**src/rtl/req_rsp_responder.sv**
```systemverilog
// Request/response responder: small register memory with in-order, buffered responses.
// Latency: response visible LATENCY cycles after request accept; one request per cycle sustained.
// Backpressure: req_ready drops at RSP_DEPTH outstanding; rsp_* hold until rsp_ready retires them.

// Generic first-word-fall-through FIFO: head entry is presented while not empty.
// Latency: a push is visible at the output the cycle after the push edge.
// Backpressure: none internally; the caller guarantees no push when full, pops when empty are ignored.
module req_rsp_fifo #(
    parameter int WIDTH = 8,
    parameter int DEPTH = 4
) (
    input  logic             clk_i,
    input  logic             rst_i,
    input  logic             push_i,
    input  logic [WIDTH-1:0] push_dat_i,
    input  logic             pop_i,
    output logic             vld_o,
    output logic [WIDTH-1:0] dat_o
);
    localparam int PW = (DEPTH > 1) ? $clog2(DEPTH) : 1;
    localparam int CW = $clog2(DEPTH + 1);

    logic [WIDTH-1:0] mem_q [DEPTH];
    logic [PW-1:0]    wptr_q, rptr_q;
    logic [CW-1:0]    cnt_q;
    logic             pop;
    logic             full;

    function automatic logic [PW-1:0] ptr_inc(input logic [PW-1:0] p);
        return (p == PW'(DEPTH - 1)) ? '0 : p + 1'b1;
    endfunction

    assign pop   = pop_i && (cnt_q != '0);
    assign full  = (cnt_q == CW'(DEPTH));
    assign vld_o = (cnt_q != '0);
    assign dat_o = mem_q[rptr_q];

    always_ff @(posedge clk_i or posedge rst_i) begin
        if (rst_i) begin
            wptr_q <= '0;
            rptr_q <= '0;
            cnt_q  <= '0;
            for (int i = 0; i < DEPTH; i++) mem_q[i] <= '0;
        end else begin
            if (push_i) begin
                mem_q[wptr_q] <= push_dat_i;
                wptr_q        <= ptr_inc(wptr_q);
            end
            if (pop) rptr_q <= ptr_inc(rptr_q);
            case ({push_i, pop})
                2'b10:   cnt_q <= cnt_q + CW'(1);
                2'b01:   cnt_q <= cnt_q - CW'(1);
                default: cnt_q <= cnt_q;
            endcase
        end
    end

    a_no_overflow: assert property (@(posedge clk_i) disable iff (rst_i) !(push_i && full))
        else $error("push into full response fifo");
endmodule

module req_rsp_responder #(
    parameter int ADDR_WIDTH = 4,
    parameter int DATA_WIDTH = 32,
    parameter int MEM_DEPTH  = 12,
    parameter int LATENCY    = 2,
    parameter int RSP_DEPTH  = 4
) (
    input  logic                  clk,
    input  logic                  rst,
    input  logic                  req_valid,
    output logic                  req_ready,
    input  logic                  req_write,
    input  logic [ADDR_WIDTH-1:0] req_addr,
    input  logic [DATA_WIDTH-1:0] req_wdata,
    output logic                  rsp_valid,
    input  logic                  rsp_ready,
    output logic                  rsp_write,
    output logic [DATA_WIDTH-1:0] rsp_rdata,
    output logic                  rsp_err
);
    localparam int OW = $clog2(RSP_DEPTH + 1);
    localparam logic [ADDR_WIDTH:0] MEM_LIM = (ADDR_WIDTH + 1)'(MEM_DEPTH);

    typedef struct packed {
        logic                  write;
        logic                  err;
        logic [DATA_WIDTH-1:0] rdata;
    } rsp_t;

    logic [DATA_WIDTH-1:0] mem_q [MEM_DEPTH];
    logic [OW-1:0]         outst_q, outst_d;
    logic [LATENCY-1:0]    pipe_vld_q;
    rsp_t                  pipe_dat_q [LATENCY];
    rsp_t                  acc_rsp;
    rsp_t                  fifo_dat;
    logic                  fifo_vld;
    logic                  accept, retire, in_range;

    assign req_ready = (outst_q < OW'(RSP_DEPTH));
    assign accept    = req_valid && req_ready;
    assign retire    = rsp_valid && rsp_ready;
    assign in_range  = ({1'b0, req_addr} < MEM_LIM);

    // Read data is taken from the pre-edge memory, so a same-edge write is not visible.
    always_comb begin
        acc_rsp       = '0;
        acc_rsp.write = req_write;
        acc_rsp.err   = !in_range;
        if (in_range && !req_write) acc_rsp.rdata = mem_q[req_addr];
    end

    always_comb begin
        outst_d = outst_q;
        case ({accept, retire})
            2'b10:   outst_d = outst_q + OW'(1);
            2'b01:   outst_d = outst_q - OW'(1);
            default: outst_d = outst_q;
        endcase
    end

    always_ff @(posedge clk or posedge rst) begin
        if (rst) begin
            outst_q <= '0;
            for (int i = 0; i < MEM_DEPTH; i++) mem_q[i] <= '0;
        end else begin
            outst_q <= outst_d;
            if (accept && req_write && in_range) mem_q[req_addr] <= req_wdata;
        end
    end

    always_ff @(posedge clk or posedge rst) begin
        if (rst) begin
            pipe_vld_q <= '0;
            for (int i = 0; i < LATENCY; i++) pipe_dat_q[i] <= '0;
        end else begin
            pipe_vld_q[0] <= accept;
            pipe_dat_q[0] <= acc_rsp;
            for (int i = 1; i < LATENCY; i++) begin
                pipe_vld_q[i] <= pipe_vld_q[i-1];
                pipe_dat_q[i] <= pipe_dat_q[i-1];
            end
        end
    end

    // Outstanding limit bounds pipeline plus FIFO occupancy, so the FIFO cannot overflow.
    req_rsp_fifo #(
        .WIDTH ($bits(rsp_t)),
        .DEPTH (RSP_DEPTH)
    ) u_rsp_fifo (
        .clk_i      (clk),
        .rst_i      (rst),
        .push_i     (pipe_vld_q[LATENCY-1]),
        .push_dat_i (pipe_dat_q[LATENCY-1]),
        .pop_i      (rsp_ready),
        .vld_o      (fifo_vld),
        .dat_o      (fifo_dat)
    );

    assign rsp_valid = fifo_vld;
    assign rsp_write = fifo_vld & fifo_dat.write;
    assign rsp_err   = fifo_vld & fifo_dat.err;
    assign rsp_rdata = fifo_vld ? fifo_dat.rdata : '0;
endmodule

```
**config.mk**
```make
export PLATFORM = sky130hd
export DESIGN_NAME = req_rsp_responder
export DESIGN_NICKNAME = d
export VERILOG_FILES = /design/src/rtl/req_rsp_responder.sv
export SDC_FILE = /design/constraint.sdc
export NUM_CORES = 1
export LEC_CHECK = 0
export ABC_AREA = 1
export CAP_MARGIN = 15
export CORE_ASPECT_RATIO = 1.1
export CORE_MARGIN = 5
export CORE_UTILIZATION = 30
export CTS_CLUSTER_SIZE = 8
export DETAILED_ROUTE_END_ITERATION = 8
export GPL_TIMING_DRIVEN = 0
export PLACE_DENSITY = 0.42
export SLEW_MARGIN = 20
export SYNTH_ARGS = -nofsm -noshare
export SYNTH_HDL_FRONTEND = slang
export SYNTH_SLANG_ARGS = --single-unit
```
**constraint.sdc**
```tcl
create_clock -name clk -period 24.8 [get_ports clk]
set_input_delay 6.2 -clock clk [delete_from_list [all_inputs] [get_ports clk]]
set_output_delay 6.2 -clock clk [all_outputs]
set_load 0.03 [all_outputs]
```
==> flow_metrics.env <==
export IMPL_worstPathCellList="buf_2 -> inv_2 -> clkbuf_1 -> clkbuf_1 -> o21ai_0 -> a21oi_1 -> clkdlybuf4s50_1"
export IMPL_overflow=0
export IMPL_hold_violations=0
export IMPL_grt_usage=0.180
export IMPL_initial_core_util=0.302
export IMPL_finalPower_uw=3110
export IMPL_insertion_delay_ps=620
export IMPL_synth_seq_area_share=0.549
export IMPL_timing_rr_start="u_rsp_fifo.cnt_q[0]$_DFFE_PP0P_"
export IMPL_root_buffer="clkbuf_16"
export IMPL_cts_hold_buffers=0
export IMPL_grt_pass1_vias=22290
export IMPL_post_place_cells=4575
export IMPL_synth_cell_types=29
export IMPL_criticalPathCategory="flop to output pin"
export IMPL_vias=21356
export IMPL_port_buffer_count=75
export IMPL_yosys_warnings=0
export IMPL_die_height_um=327
export IMPL_dp_hpwl_mm=64.6
export IMPL_crit_path_max_incr_delay_ps=750
export IMPL_reg2reg_setup_slack_ps=22170
export IMPL_status="completed"
export IMPL_cpMaxStageDelayCell="clkdlybuf4s50_1"
export IMPL_cts_buffers=85
export IMPL_worst_slew_pin_slew_ps=1030
export IMPL_p_leak_uw=0.0158
export IMPL_fmax_ghz=0.104
export IMPL_wirelength_mm=87.7
export IMPL_end_kind="output pin"
export IMPL_slew_headroom=0.313
export IMPL_synth_avg_cell_area_um2=8.26
export IMPL_multi_input_area_um2=10400
export IMPL_layout_common_cells="1522 x nand2_1, 600 x dfrtp_1, 279 x o21ai_1"
export IMPL_min_path_cells=0
export IMPL_cap_violations=0
export IMPL_pin_count=77
export IMPL_drtIter0Drc=1185
export IMPL_syn_cell_area_um2=27400
export IMPL_row_count=116
export IMPL_synth_nets=3363
export IMPL_ant_nets=0
export IMPL_r2r_end="u_rsp_fifo.cnt_q[1]$_DFFE_PP0P_"
export IMPL_async_flop_share=1.00
export IMPL_grt_pass1_wl_mm=138
export IMPL_powerDensity_nw_per_um2=97.0
export IMPL_slew_viol_final=0
export IMPL_cts_tree="yes"
export IMPL_crit_fanout=10
export IMPL_die_area_um2=97400
export IMPL_final_common_cell="nand2_1"
export IMPL_setup_viol=0
export IMPL_ys_flop_type="dfrtp_1"
export IMPL_cts_sinks=600
export IMPL_tns_ps=0
export IMPL_final_core_util=0.354
export IMPL_fin_crit_sh=0.389
export IMPL_synth_seq_cells=600
export IMPL_grt_start_max_net_pins=94
export IMPL_drive_gt1_frac=0.101
export IMPL_fin_skew_ps=24.8
export IMPL_drc_errors=0
export IMPL_seqCellArea_um2=15000
export IMPL_rsz0062_at_grt="false"
export IMPL_clk_pin_slew_ps=50
export IMPL_synthCells=3313
export IMPL_min_period_ps=9650
export IMPL_area_growth_pct=17.3
export IMPL_pre_cts_ws_ps=15660
export IMPL_avgRoutedWirePerCell_um=18.8
export IMPL_synth_edf_count=0
export IMPL_avgViaCountPerCell=4.57
export IMPL_crit_path_start_kind="flop"
export IMPL_arrival_ps=3450
export IMPL_crit_required_ps=18600
export IMPL_antenna_cells=0
export IMPL_gp_congestion=0.770
export IMPL_rr_worst_depth=6
export IMPL_hold_path_class="flop to flop"
export IMPL_min_from="pipe_dat_q[67]$_DFF_PP0_"
export IMPL_antenna_found_initial=0
export IMPL_final_cells=4675
export IMPL_num_fill_cells=9671
export IMPL_ir_worst_vdd_mv=0.0453
export IMPL_post_cts_setup_buffers=0
export IMPL_core_region_area_um2=90700
export IMPL_nets=3532
export IMPL_cp_common_cell="clkbuf_1"
export IMPL_cts_resized=0
export IMPL_worstHoldEndpoint="pipe_dat_q[33]$_DFF_PP0_"
export IMPL_clockBufferDepth=3
export IMPL_first_pass_iters=4
export IMPL_fin_ws_ps=15150
export IMPL_die_w_um=298
export IMPL_htreeDepth=3
routing by layer:
| layer | global-route usage | routed length, um | up-vias |
|---|---|---|---|
| met4 | 0.0448 | 1630 | 0 |
| met3 | 0.0227 | 2910 | 102 |
| li1 | - | - | 10779 |
| met2 | 0.307 | 41900 | 338 |
| met5 | 0 | 0 | - |
| met1 | 0.245 | 41200 | 10137 |
cell usage after synthesis (10+ instances only):
cell | count | area share
dfrtp_1 | 600 | 0.55
buf_2 | 55 | 0.010
buf_6 | 60 | 0.025
inv_1 | 114 | 0.016
buf_1 | 10 | 0.0014
nand4_4 | 12 | 0.0093
nand3_1 | 32 | 0.0059
nand2_1 | 1522 | 0.21
o21ai_2 | 105 | 0.034
o21ai_1 | 279 | 0.051
o21ai_0 | 212 | 0.039
nor2_1 | 139 | 0.019
a21oi_1 | 37 | 0.0068
clkbuf_1 | 101 | 0.014
state kept, by name, summed over array words and instances, names as in the netlist:
register / count
u_rsp_fifo.wptr_q: 2
pipe_dat_q: 68
mem_q: 384
u_rsp_fifo.mem_q: 136
u_rsp_fifo.rptr_q: 2
outst_q: 3
u_rsp_fifo.cnt_q: 3
pipe_vld_q: 2
logic make-up after synthesis:
| group | count (synthesis) | share of synthesized area |
|---|---|---|
| XOR/XNOR | 4 | 0.00128 |
| buffers and inverters | 355 | 0.0695 |
| adder cells (fa/ha/maj) | 9 | 0.00466 |
| flip-flops | 600 | 0.549 |
| AND/OR/NAND/NOR | 1712 | 0.246 |
| AO/OA/AOI/OAI | 633 | 0.130 |
power breakdown:
group | leakage, uW | internal, uW | switching [uW]
Combinational | 0.00648 | 283 | 513
Sequential | 0.00815 | 1170 | 97.1
Clock | 0.00112 | 630 | 422
area by class of cell:
class	count	area share
Clock inverter	3	0.00129
Inverter	120	0.0144
Tap cell	1180	0.0460
Sequential cell	600	0.468
Timing Repair Buffer	82	0.0294
Clock buffer	97	0.0703
Buffer	235	0.0451
Multi-Input combinational cell	2358	0.326
per-stage QoR:
| step | cell area, um^2 | hold slack (ps) |
|---|---|---|
| after CTS | 32100 | 344 |
| final | 32100 | 338 |
| after global routing | 32100 | 349 |
| after floorplan | 27400 | 331 |
| after global placement | 29600 | 332 |
| after detailed placement | 29800 | 335 |
worst max path at each step:
| stage | start | to | slack [ps] | cells past startpoint |
|---|---|---|---|---|
| final | u_rsp_fifo.rptr_q[0]$_DFFE_PP0N_ | rsp_rdata[30] | 15150 | 7 |
| after global routing | u_rsp_fifo.rptr_q[0]$_DFFE_PP0N_ | rsp_rdata[28] | 14960 | 7 |
| after CTS | u_rsp_fifo.rptr_q[0]$_DFFE_PP0N_ | rsp_rdata[30] | 15010 | 7 |
| after detailed placement | u_rsp_fifo.rptr_q[0]$_DFFE_PP0N_ | rsp_rdata[30] | 15660 | 7 |
| after global placement | rst | mem_q[3]$_DFFE_PP0P_ | -7450 | 2 |
| after floorplan | rst | mem_q[0]$_DFFE_PP0P_ | 1810 | 1 |
worst max-delay path: cells and delay by family (launching register included):
| family | cells | cell delay, ps |
|---|---|---|
| AO/OA/AOI/OAI | 2 | 530 |
| buffers and inverters | 5 | 1950 |
| flip-flops | 1 | 380 |
(Power assumes the default switching activity.)
